**src/rtl/csr_pkg.sv**
```systemverilog
// Shared constants for the machine-mode CSR unit.
// Counter addresses are only implemented when CSR_COUNTERS_EN is defined.
package csr_pkg;

  localparam logic [11:0] CSR_MSTATUS   = 12'h300;
  localparam logic [11:0] CSR_MIE       = 12'h304;
  localparam logic [11:0] CSR_MTVEC     = 12'h305;
  localparam logic [11:0] CSR_MSCRATCH  = 12'h340;
  localparam logic [11:0] CSR_MEPC      = 12'h341;
  localparam logic [11:0] CSR_MCAUSE    = 12'h342;
  localparam logic [11:0] CSR_MTVAL     = 12'h343;
  localparam logic [11:0] CSR_MIP       = 12'h344;
  localparam logic [11:0] CSR_MCYCLE    = 12'hB00;
  localparam logic [11:0] CSR_MINSTRET  = 12'hB02;
  localparam logic [11:0] CSR_MCYCLEH   = 12'hB80;
  localparam logic [11:0] CSR_MINSTRETH = 12'hB82;

  localparam int unsigned MSTATUS_MIE  = 3;
  localparam int unsigned MSTATUS_MPIE = 7;

  localparam int unsigned MIP_MSI = 3;
  localparam int unsigned MIP_MTI = 7;
  localparam int unsigned MIP_MEI = 11;

  // Writable/readable bits of mie and mip.
  localparam logic [11:0] CSR_IRQ_MASK = 12'h888;

  localparam int unsigned IRQ_CAUSE_MSI = 3;
  localparam int unsigned IRQ_CAUSE_MTI = 7;
  localparam int unsigned IRQ_CAUSE_MEI = 11;

  typedef enum logic [1:0] {
    CSR_OP_NONE = 2'b00,
    CSR_OP_RW   = 2'b01,
    CSR_OP_RS   = 2'b10,
    CSR_OP_RC   = 2'b11
  } csr_op_e;

endpackage

```
**src/rtl/csr_unit_if.sv**
```systemverilog
// Pipeline-side EX read / WB write bus of the CSR unit.
interface csr_unit_if #(
  parameter int unsigned XLEN = 32
);
  logic [11:0]     ex_csr_idx_i;
  logic            ex_csr_wr_i;
  logic [XLEN-1:0] ex_csr_rdata_o;
  logic            ex_csr_illegal_o;
  logic            wb_csr_wen_i;
  logic [1:0]      wb_csr_op_i;
  logic [11:0]     wb_csr_idx_i;
  logic [XLEN-1:0] wb_csr_src_i;
  logic            wb_retire_i;

  modport master (
    output ex_csr_idx_i, ex_csr_wr_i,
    output wb_csr_wen_i, wb_csr_op_i, wb_csr_idx_i, wb_csr_src_i, wb_retire_i,
    input  ex_csr_rdata_o, ex_csr_illegal_o
  );

  modport slave (
    input  ex_csr_idx_i, ex_csr_wr_i,
    input  wb_csr_wen_i, wb_csr_op_i, wb_csr_idx_i, wb_csr_src_i, wb_retire_i,
    output ex_csr_rdata_o, ex_csr_illegal_o
  );
endinterface

```
**src/rtl/csr_counter64.sv**
```systemverilog
// 64-bit counter with increment enable and independent half writes.
// A write to either half suppresses the increment for that cycle.
module csr_counter64 (
  input  logic        clk,
  input  logic        rst,
  input  logic        inc_i,
  input  logic        wr_lo_i,
  input  logic        wr_hi_i,
  input  logic [63:0] wdata_i,
  output logic [63:0] count_o
);

  logic [63:0] cnt_q, cnt_d;

  always_comb begin
    cnt_d = cnt_q;
    if (wr_lo_i || wr_hi_i) begin
      if (wr_lo_i) cnt_d[31:0]  = wdata_i[31:0];
      if (wr_hi_i) cnt_d[63:32] = wdata_i[63:32];
    end else if (inc_i) begin
      cnt_d = cnt_q + 64'd1;
    end
  end

  always_ff @(posedge clk or posedge rst) begin
    if (rst) cnt_q <= '0;
    else     cnt_q <= cnt_d;
  end

  assign count_o = cnt_q;

endmodule

```
**src/rtl/csr_unit.sv**
```systemverilog
// Machine-mode CSR file: EX read, WB read-modify-write, trap/MRET, interrupts.
// Define CSR_COUNTERS_EN to add 64-bit mcycle/minstret counters.
module csr_unit
  import csr_pkg::*;
#(
  parameter int unsigned     XLEN        = 32,
  parameter logic [XLEN-1:0] MTVEC_RESET = '0,
  parameter bit              VECTORED_EN = 1'b1
) (
  input  logic            clk,
  input  logic            rst,
  csr_unit_if.slave       bus,
  input  logic            trap_i,
  input  logic [XLEN-1:0] trap_cause_i,
  input  logic [XLEN-1:0] trap_tval_i,
  input  logic [XLEN-1:0] trap_pc_i,
  input  logic            mret_i,
  input  logic            irq_ext_i,
  input  logic            irq_timer_i,
  input  logic            irq_sw_i,
  output logic            irq_pending_o,
  output logic [XLEN-1:0] irq_cause_o,
  output logic [XLEN-1:0] trap_target_o,
  output logic [XLEN-1:0] mepc_o
);

  localparam logic [XLEN-1:0] IRQ_MASK   = XLEN'(CSR_IRQ_MASK);
  localparam logic [XLEN-1:0] EPC_MASK   = ~XLEN'(3);
  localparam logic [XLEN-1:0] MTVEC_MASK = VECTORED_EN ? ~XLEN'(2) : ~XLEN'(3);

  logic            mst_mie_q, mst_mie_d;
  logic            mst_mpie_q, mst_mpie_d;
  logic [XLEN-1:0] mie_q, mie_d;
  logic [XLEN-1:0] mip_q, mip_d;
  logic [XLEN-1:0] mtvec_q, mtvec_d;
  logic [XLEN-1:0] mscratch_q, mscratch_d;
  logic [XLEN-1:0] mepc_q, mepc_d;
  logic [XLEN-1:0] mcause_q, mcause_d;
  logic [XLEN-1:0] mtval_q, mtval_d;
  logic [XLEN-1:0] mstatus_rd;

`ifdef CSR_COUNTERS_EN
  logic [63:0] mcycle_cnt, minstret_cnt;
`endif

  assign mstatus_rd = XLEN'({2'b11, 3'b000, mst_mpie_q, 3'b000, mst_mie_q, 3'b000});

  // Returns {implemented, read value}; shared by the EX read and the WB old value.
  function automatic logic [XLEN:0] csr_lookup(input logic [11:0] idx);
    logic [XLEN:0] r;
    r = '0;
    case (idx)
      CSR_MSTATUS:  r = {1'b1, mstatus_rd};
      CSR_MIE:      r = {1'b1, mie_q};
      CSR_MTVEC:    r = {1'b1, mtvec_q};
      CSR_MSCRATCH: r = {1'b1, mscratch_q};
      CSR_MEPC:     r = {1'b1, mepc_q};
      CSR_MCAUSE:   r = {1'b1, mcause_q};
      CSR_MTVAL:    r = {1'b1, mtval_q};
      CSR_MIP:      r = {1'b1, mip_q};
`ifdef CSR_COUNTERS_EN
      CSR_MCYCLE:    r = {1'b1, XLEN'(mcycle_cnt)};
      CSR_MINSTRET:  r = {1'b1, XLEN'(minstret_cnt)};
      CSR_MCYCLEH:   if (XLEN == 32) r = {1'b1, XLEN'(mcycle_cnt[63:32])};
      CSR_MINSTRETH: if (XLEN == 32) r = {1'b1, XLEN'(minstret_cnt[63:32])};
`endif
      default:      r = '0;
    endcase
    return r;
  endfunction

  logic [XLEN:0]   ex_lk, wb_lk;
  logic [XLEN-1:0] wb_old, wb_new;
  logic            wb_we;

  assign ex_lk = csr_lookup(bus.ex_csr_idx_i);
  assign bus.ex_csr_rdata_o   = ex_lk[XLEN-1:0];
  assign bus.ex_csr_illegal_o = !ex_lk[XLEN] ||
                                (bus.ex_csr_wr_i && (bus.ex_csr_idx_i[11:10] == 2'b11));

  assign wb_lk  = csr_lookup(bus.wb_csr_idx_i);
  assign wb_old = wb_lk[XLEN-1:0];

  always_comb begin
    wb_new = wb_old;
    case (csr_op_e'(bus.wb_csr_op_i))
      CSR_OP_RW: wb_new = bus.wb_csr_src_i;
      CSR_OP_RS: wb_new = wb_old | bus.wb_csr_src_i;
      CSR_OP_RC: wb_new = wb_old & ~bus.wb_csr_src_i;
      default:   wb_new = wb_old;
    endcase
  end

  assign wb_we = bus.wb_csr_wen_i && (bus.wb_csr_op_i != CSR_OP_NONE) && wb_lk[XLEN];

  // Later assignments win: WB write, then MRET, then trap, per register.
  always_comb begin
    mst_mie_d  = mst_mie_q;
    mst_mpie_d = mst_mpie_q;
    mie_d      = mie_q;
    mtvec_d    = mtvec_q;
    mscratch_d = mscratch_q;
    mepc_d     = mepc_q;
    mcause_d   = mcause_q;
    mtval_d    = mtval_q;

    mip_d          = '0;
    mip_d[MIP_MSI] = irq_sw_i;
    mip_d[MIP_MTI] = irq_timer_i;
    mip_d[MIP_MEI] = irq_ext_i;

    if (wb_we) begin
      case (bus.wb_csr_idx_i)
        CSR_MSTATUS: begin
          mst_mie_d  = wb_new[MSTATUS_MIE];
          mst_mpie_d = wb_new[MSTATUS_MPIE];
        end
        CSR_MIE:      mie_d      = wb_new & IRQ_MASK;
        CSR_MTVEC:    mtvec_d    = wb_new & MTVEC_MASK;
        CSR_MSCRATCH: mscratch_d = wb_new;
        CSR_MEPC:     mepc_d     = wb_new & EPC_MASK;
        CSR_MCAUSE:   mcause_d   = wb_new;
        CSR_MTVAL:    mtval_d    = wb_new;
        default: ;
      endcase
    end

    if (mret_i) begin
      mst_mie_d  = mst_mpie_q;
      mst_mpie_d = 1'b1;
    end

    if (trap_i) begin
      mepc_d     = trap_pc_i & EPC_MASK;
      mcause_d   = trap_cause_i;
      mtval_d    = trap_tval_i;
      mst_mpie_d = mst_mie_q;
      mst_mie_d  = 1'b0;
    end
  end

  always_ff @(posedge clk or posedge rst) begin
    if (rst) begin
      mst_mie_q  <= 1'b0;
      mst_mpie_q <= 1'b0;
      mie_q      <= '0;
      mip_q      <= '0;
      mtvec_q    <= MTVEC_RESET & MTVEC_MASK;
      mscratch_q <= '0;
      mepc_q     <= '0;
      mcause_q   <= '0;
      mtval_q    <= '0;
    end else begin
      mst_mie_q  <= mst_mie_d;
      mst_mpie_q <= mst_mpie_d;
      mie_q      <= mie_d;
      mip_q      <= mip_d;
      mtvec_q    <= mtvec_d;
      mscratch_q <= mscratch_d;
      mepc_q     <= mepc_d;
      mcause_q   <= mcause_d;
      mtval_q    <= mtval_d;
    end
  end

  assign mepc_o = mepc_q;

  logic [XLEN-1:0] mtvec_base;
  assign mtvec_base = {mtvec_q[XLEN-1:2], 2'b00};

  always_comb begin
    trap_target_o = mtvec_base;
    if (mtvec_q[0] && trap_cause_i[XLEN-1])
      trap_target_o = mtvec_base + {trap_cause_i[XLEN-3:0], 2'b00};
  end

  logic [XLEN-1:0] irq_act;
  assign irq_act       = mip_q & mie_q;
  assign irq_pending_o = mst_mie_q && (|irq_act);

  always_comb begin
    irq_cause_o = '0;
    if (irq_pending_o) begin
      if (irq_act[MIP_MEI])      irq_cause_o = XLEN'(IRQ_CAUSE_MEI);
      else if (irq_act[MIP_MSI]) irq_cause_o = XLEN'(IRQ_CAUSE_MSI);
      else                       irq_cause_o = XLEN'(IRQ_CAUSE_MTI);
      irq_cause_o[XLEN-1] = 1'b1;
    end
  end

`ifdef CSR_COUNTERS_EN
  logic [63:0] cnt_wdata;
  logic        mcycle_wlo, mcycle_whi, minstret_wlo, minstret_whi;

  // XLEN=32 writes one half at a time; XLEN=64 writes both through the low address.
  assign cnt_wdata    = (XLEN == 64) ? 64'(wb_new) : {2{wb_new[31:0]}};
  assign mcycle_wlo   = wb_we && (bus.wb_csr_idx_i == CSR_MCYCLE);
  assign mcycle_whi   = wb_we && ((bus.wb_csr_idx_i == CSR_MCYCLEH) ||
                                  ((XLEN == 64) && (bus.wb_csr_idx_i == CSR_MCYCLE)));
  assign minstret_wlo = wb_we && (bus.wb_csr_idx_i == CSR_MINSTRET);
  assign minstret_whi = wb_we && ((bus.wb_csr_idx_i == CSR_MINSTRETH) ||
                                  ((XLEN == 64) && (bus.wb_csr_idx_i == CSR_MINSTRET)));

  csr_counter64 u_mcycle (
    .clk     (clk),
    .rst     (rst),
    .inc_i   (1'b1),
    .wr_lo_i (mcycle_wlo),
    .wr_hi_i (mcycle_whi),
    .wdata_i (cnt_wdata),
    .count_o (mcycle_cnt)
  );

  csr_counter64 u_minstret (
    .clk     (clk),
    .rst     (rst),
    .inc_i   (bus.wb_retire_i),
    .wr_lo_i (minstret_wlo),
    .wr_hi_i (minstret_whi),
    .wdata_i (cnt_wdata),
    .count_o (minstret_cnt)
  );
`else
  logic unused_retire;
  assign unused_retire = bus.wb_retire_i;
`endif

endmodule

```
**src/flat_wrapper.sv**
```systemverilog
// flat-port wrapper written by rule: the top's interface ports become plain ports
module csr_unit_flat import csr_pkg::*;
#(
  parameter int unsigned     XLEN        = 32,
  parameter logic [XLEN-1:0] MTVEC_RESET = '0,
  parameter bit              VECTORED_EN = 1'b1
)
  (clk, rst, trap_i, trap_cause_i, trap_tval_i, trap_pc_i, mret_i, irq_ext_i, irq_timer_i, irq_sw_i, irq_pending_o, irq_cause_o, trap_target_o, mepc_o, bus_ex_csr_idx_i, bus_ex_csr_wr_i, bus_wb_csr_wen_i, bus_wb_csr_op_i, bus_wb_csr_idx_i, bus_wb_csr_src_i, bus_wb_retire_i, bus_ex_csr_rdata_o, bus_ex_csr_illegal_o);
  csr_unit_if #(.XLEN(XLEN)) bus_i ();
  input  logic clk;
  input  logic rst;
  input  logic trap_i;
  input  logic [XLEN-1:0] trap_cause_i;
  input  logic [XLEN-1:0] trap_tval_i;
  input  logic [XLEN-1:0] trap_pc_i;
  input  logic mret_i;
  input  logic irq_ext_i;
  input  logic irq_timer_i;
  input  logic irq_sw_i;
  output logic irq_pending_o;
  output logic [XLEN-1:0] irq_cause_o;
  output logic [XLEN-1:0] trap_target_o;
  output logic [XLEN-1:0] mepc_o;
  input wire logic [$bits(bus_i.ex_csr_idx_i)-1:0] bus_ex_csr_idx_i;
  input wire logic [$bits(bus_i.ex_csr_wr_i)-1:0] bus_ex_csr_wr_i;
  input wire logic [$bits(bus_i.wb_csr_wen_i)-1:0] bus_wb_csr_wen_i;
  input wire logic [$bits(bus_i.wb_csr_op_i)-1:0] bus_wb_csr_op_i;
  input wire logic [$bits(bus_i.wb_csr_idx_i)-1:0] bus_wb_csr_idx_i;
  input wire logic [$bits(bus_i.wb_csr_src_i)-1:0] bus_wb_csr_src_i;
  input wire logic [$bits(bus_i.wb_retire_i)-1:0] bus_wb_retire_i;
  output wire logic [$bits(bus_i.ex_csr_rdata_o)-1:0] bus_ex_csr_rdata_o;
  output wire logic [$bits(bus_i.ex_csr_illegal_o)-1:0] bus_ex_csr_illegal_o;
  assign bus_i.ex_csr_idx_i = bus_ex_csr_idx_i;
  assign bus_i.ex_csr_wr_i = bus_ex_csr_wr_i;
  assign bus_i.wb_csr_wen_i = bus_wb_csr_wen_i;
  assign bus_i.wb_csr_op_i = bus_wb_csr_op_i;
  assign bus_i.wb_csr_idx_i = bus_wb_csr_idx_i;
  assign bus_i.wb_csr_src_i = bus_wb_csr_src_i;
  assign bus_i.wb_retire_i = bus_wb_retire_i;
  assign bus_ex_csr_rdata_o = bus_i.ex_csr_rdata_o;
  assign bus_ex_csr_illegal_o = bus_i.ex_csr_illegal_o;
  csr_unit #(.XLEN(XLEN), .MTVEC_RESET(MTVEC_RESET), .VECTORED_EN(VECTORED_EN)) u_core (.clk(clk), .rst(rst), .bus(bus_i), .trap_i(trap_i), .trap_cause_i(trap_cause_i), .trap_tval_i(trap_tval_i), .trap_pc_i(trap_pc_i), .mret_i(mret_i), .irq_ext_i(irq_ext_i), .irq_timer_i(irq_timer_i), .irq_sw_i(irq_sw_i), .irq_pending_o(irq_pending_o), .irq_cause_o(irq_cause_o), .trap_target_o(trap_target_o), .mepc_o(mepc_o));
endmodule
```
**config.mk**
```make
export PLATFORM = sky130hd
export DESIGN_NAME = csr_unit_flat
export DESIGN_NICKNAME = d
export VERILOG_FILES = /design/src/rtl/csr_pkg.sv /design/src/rtl/csr_unit_if.sv /design/src/rtl/csr_counter64.sv /design/src/rtl/csr_unit.sv /design/src/flat_wrapper.sv
export SDC_FILE = /design/constraint.sdc
export NUM_CORES = 1
export LEC_CHECK = 0
export CORE_AREA = 10 10 188 146
export CTS_BUF_LIST = sky130_fd_sc_hd__clkbuf_16
export DETAILED_ROUTE_END_ITERATION = 10
export DIE_AREA = 0 0 198 156
export PLACE_DENSITY = 0.81
export REMOVE_ABC_BUFFERS = 1
export SLEW_MARGIN = 30
export SYNTH_ARGS = -nofsm -noshare
export SYNTH_HDL_FRONTEND = slang
export SYNTH_HIERARCHICAL = 1
export SYNTH_SLANG_ARGS = --single-unit
export TNS_END_PERCENT = 30
```
**constraint.sdc**
```tcl
create_clock -name clk -period 6.8 [get_ports clk]
set_input_delay 0.68 -clock clk [delete_from_list [all_inputs] [get_ports clk]]
set_output_delay 0.68 -clock clk [all_outputs]
set_load 0.02 [all_outputs]
```
; ---- Word-level counts from Yosys, hierarchy flattened
; Cells that the tools add are included.
[word_totals]
out_inout_bits = 130
ff_bits = 167
[op_classes]
bitwise_logic = 4
reduce_logical = 22
muxes = 24
eq_ne = 20
n_addsub = 1
[ops]
columns = op, count
row1 = case mux 33 bit (8 select lines), 2
row2 = 2-to-1 mux 32 bit, 11
row3 = equality test 12 x 10 -> 1 bit (second input constant), 16
row4 = case mux 32 bit (3 select lines), 1
row5 = adder 32 bit, 1
row6 = AND 32 bit, 1
row7 = inverter 32 bit, 1
row8 = bitwise OR 32 bit, 1
row9 = OR reduction 32 bit, 1
row10 = 2-to-1 mux 31 bit, 1
row11 = AND reduction 2 bit, 7
row12 = AND 12 bit, 1
row13 = nonzero test 2 bit, 5
row14 = 2-to-1 mux 1 bit, 8
row15 = equality test 2 bit (second input constant), 3
row16 = nonzero test 3 bit, 2
row17 = logical AND 1 bit, 5
row18 = 2-to-1 mux 3 bit, 1
row19 = equality test 2 x 1 -> 1 bit (second input constant), 1
row20 = logical NOT 1 bit, 1
row21 = logical OR 1 bit, 1

; ---- Logic depth before layout (Yosys ltp)
[logic_depth]
depth_word = 8
mapped_depth = 12

; ---- Worst setup path before layout
; OpenSTA, ideal clock, no wires.
[synth_path]
path_type = input to output
from = input port trap_cause_i[0]
to = output port trap_target_o[30]
path_stages = 12
n_path_buf = 0
path_slack_ps = 2964
arrival_ps = 3156
path_cell_list = ha_1 > inv_1 > fa_1 > nand2b_1 > a21o_1 > a21oi_1 > o31ai_1 > a21o_1 > a31o_2 > a211oi_1 > nor3_1 > o31ai_1
[synth_via]
elab_chain_cells = 2
[synth_lines]
columns = element, line_no
row1 = start: declaration, flat_wrapper.sv:13  ; input logic [XLEN-1:0] trap_cause_i;
row2 = adder 32 bit, csr_unit.sv:174  ; trap_target_o = mtvec_base + {trap_cause_i[XLEN-3:0], 2'b00};
row3 = 2-to-1 mux 32 bit, csr_unit.sv:173  ; if (mtvec_q[0] && trap_cause_i[XLEN-1])
row4 = end: declaration, flat_wrapper.sv:22  ; output logic [XLEN-1:0] trap_target_o;
; Every way passes these cells.

; ---- Final worst setup path
; Same ends and word-level chain as after synthesis.

==> impl_metrics.json <==
{
  "async_reset_ff_frac": 1.00,
  "place_hpwl_um": 29100,
  "holdPathEnd": "u_core/mscratch_q[20]",
  "final_nets": 1727,
  "area_delta_synth_final_pct": 27.1,
  "netlist-cell-type-count": 73,
  "clk_pin_slew_worst_paths_ps": 70,
  "critical_path_class": "in -> out",
  "num_rows": 49,
  "p_leak_nw": 6.37,
  "gp_congestion": 0.882,
  "placed_cell_area_um2": 14300,
  "period_minus_slack_ps": 5200,
  "clockBufferDepth": 2,
  "cts.sinks": 165,
  "die_h_um": 156,
  "avgSynthCellArea_um2": 8.76,
  "grt_use_total": 0.274,
  "finalHoldViolations": 0,
  "use_met3": 0.0815,
  "port_buffers": 258,
  "status": "finished, final reports clean",
  "cts_resized": 0,
  "grt_max_degree": 103,
  "syn_inst": 1340,
  "design_area_um2": 14900,
  "synth_area_um2": 11700,
  "dp_slack_ps": 1640,
  "busiest_layer": "met2",
  "fmaxAchievable_mhz": 192,
  "setup_viol": 0,
  "drv_cap": 0,
  "hold_buffers": 0,
  "num_vias": 11700,
  "dr.pass1.iters": 10,
  "drive_gt1_frac": 0.0841,
  "post-cts-setup-buffers": 0,
  "holdCritStartpoint": "u_core/mscratch_q[20]",
  "wire_per_inst_um": 23.3,
  "synth-edff-count": 0,
  "clock_latency_ps": 440,
  "fp.dieW_um": 198,
  "reg2regPathDepth": 7,
  "cts_made_buffers": 17,
  "fin_ws_ps": 1600,
  "worstPathMaxFanout": 3,
  "finalClockSkew_ps": 8.05,
  "seq_area_frac_synth": 0.352,
  "antenna_found_initial": 5,
  "synth-main-ff-cell": "dfrtp_1",
  "rsz0062_at_grt": "false",
  "ys_seq_elements": 165,
  "grt_util_met2": 0.417,
  "r2r_slack_ps": 4540,
  "cts_root_buf": "clkbuf_16",
  "cts_tree": "built",
  "yosysWarnings": 6,
  "grt_pass1_wl_um": 66500,
  "crit_path_end_kind": "output port",
  "htreeDepth": 4,
  "rr_endpoint": "u_core/mst_mie_q",
  "min_path_cells": 2,
  "total_power_mw": 2.63,
  "final_max_slew_viol_count": 0,
  "min_path_type": "reg -> reg",
  "grt_use_met1": 0.363,
  "setup_tns_ps": 0,
  "ant_nets": 0,
  "required_ps": 6120,
  "power.density_nw_per_um2": 176,
  "cp.arrival_ps": 4520,
  "drt-total-wl_um": 43300,
  "drt-initial-drc-count": 1486,
  "initial_utilization": 0.496,
  "ioPinCount": 294,
  "via_per_inst": 6.33,
  "grt_pass1_vias": 11500,
  "reg2reg_from": "u_core/mst_mie_q",
  "tightest_slew_ps": 912,
  "drc": 0,
  "start_kind": "primary input",
  "maxSlewHeadroom": 0.392,
  "die_area_um2": 30900,
  "period_share": 0.765,
  "design.core.area_um2": 23700,
  "ir_drop_v": 0.000173,
  "grt-ovfl-total": 0
}
worst max path at each step:
stage,from,to,cells past startpoint
6_report,trap_cause_i[0],trap_target_o[30],14
5_1_grt,trap_cause_i[0],trap_target_o[30],14
4_1_cts,trap_cause_i[0],trap_target_o[30],14
3_5_place_dp,trap_cause_i[0],trap_target_o[30],14
3_3_place_gp,trap_cause_i[0],trap_target_o[30],14
2_1_floorplan,rst,u_core/mcause_q[0],1
synthesized netlist by cell type, types with 3 or more instances:
cell	n	area share
clkbuf_1	60	0.019
buf_1	3	0.00096
o22ai_1	5	0.0027
nor4_4	6	0.011
o21ai_1	89	0.038
xnor2_1	42	0.031
nand4_1	3	0.0016
a21o_1	11	0.0070
o21a_1	6	0.0038
a221o_1	30	0.026
mux4_2	4	0.0077
nor2b_1	7	0.0037
mux2i_1	72	0.061
mux2_2	28	0.027
o211ai_1	5	0.0032
ha_1	29	0.031
nor3_1	10	0.0043
and2_1	3	0.0016
o21bai_1	3	0.0019
xor2_1	10	0.0075
nand2b_1	11	0.0059
a22oi_1	10	0.0064
o31ai_1	6	0.0038
a222oi_1	55	0.047
o21ai_0	111	0.047
buf_4	40	0.026
buf_2	28	0.012
dfrtp_1	165	0.35
nand3_1	6	0.0026
nor2_1	74	0.024
inv_1	13	0.0042
nand2_1	223	0.071
a21oi_1	89	0.038
buf_6	3	0.0029
a211oi_1	5	0.0032
a22o_1	16	0.012
a22oi_2	13	0.014
and3_1	3	0.0016
cells in the final DEF (no fill, tap or decap), types with 42 or more instances in the layout:
cell,n
clkdlybuf4s50_1,254
mux2i_1,72
xnor2_1,42
dfrtp_1,165
nor2_1,72
o21ai_0,111
nand2_1,218
a222oi_1,55
a21oi_1,89
o21ai_1,89
final cells by class:
| type | count | area [um2] |
|---|---|---|
| well taps | 306 | 383 |
| repair buffers | 278 | 2720 |
| diodes | 3 | 7.51 |
| flip-flops and latches | 165 | 4130 |
| inverters | 14 | 60.1 |
| fillers | 1923 | 8740 |
| clock inverters | 14 | 219 |
| clock buffers | 17 | 425 |
| multi-input cells | 1057 | 6980 |
worst max-delay path, cell delays in order:
cell and delay [ps]:
clkdlybuf4s50_1 500, ha_1 220, inv_1 80, fa_1 410, nand2b_1 200, a21o_1 200, a21oi_1 280, o31ai_1 180
a21o_1 210, a31o_2 270, a211oi_1 300, nor3_1 80, o31ai_1 230, clkdlybuf4s50_1 670
cell families (layout without fill, tap and decap cells):
kind of cell | Yosys count | in the layout | share of synthesized area
flip-flops | 165 | 165 | 0.352
adder cells (fa/ha/maj) | 30 | 30 | 0.0326
XOR/XNOR | 52 | 52 | 0.0388
multiplexers | 104 | 104 | 0.0959
AND/OR/NAND/NOR | 364 | 364 | 0.144
other | 1 | 34 | 0.000319
AO/OA/AOI/OAI | 476 | 476 | 0.271
buffers and inverters | 148 | 323 | 0.0650
power breakdown:
part | internal (mW) | switching, mW
clock | 0.679 | 0.408
sequential | 1.03 | 0.0520
combinational | 0.213 | 0.245
stage by stage:
stage | utilization | hold WS, ps | std cells
after detailed placement | 0.603 | 498 | 1820
after floorplan | - | 462 | 1236
after CTS | 0.630 | 514 | 1851
after global routing | 0.631 | 536 | 1854
final | 0.631 | 515 | 1854
after global placement | 0.602 | 486 | 1819
per-layer routing:
| metal | part of all wire | vias to the layer above | wire (um) |
|---|---|---|---|
| met1 | 0.40 | 5561 | 17500 |
| met3 | 0.12 | 100 | 5360 |
| met2 | 0.45 | 785 | 19500 |
| met5 | 0.00032 | - | 14 |
| li1 | - | 5280 | - |
| met4 | 0.022 | 2 | 972 |
state kept, by name (all words and copies together), names as in the netlist:
| register | flops |
|---|---|
| u_core/mcause_q | 32 |
| u_core/mscratch_q | 32 |
| u_core/mtval_q | 32 |
| u_core/mtvec_q | 31 |
| u_core/mepc_o | 30 |
| u_core/mie_q | 3 |
| u_core/mip_q | 3 |
| u_core/mst_mie_q | 1 |
| u_core/mst_mpie_q | 1 |
Note: power is estimated with default switching activity, not from simulation.
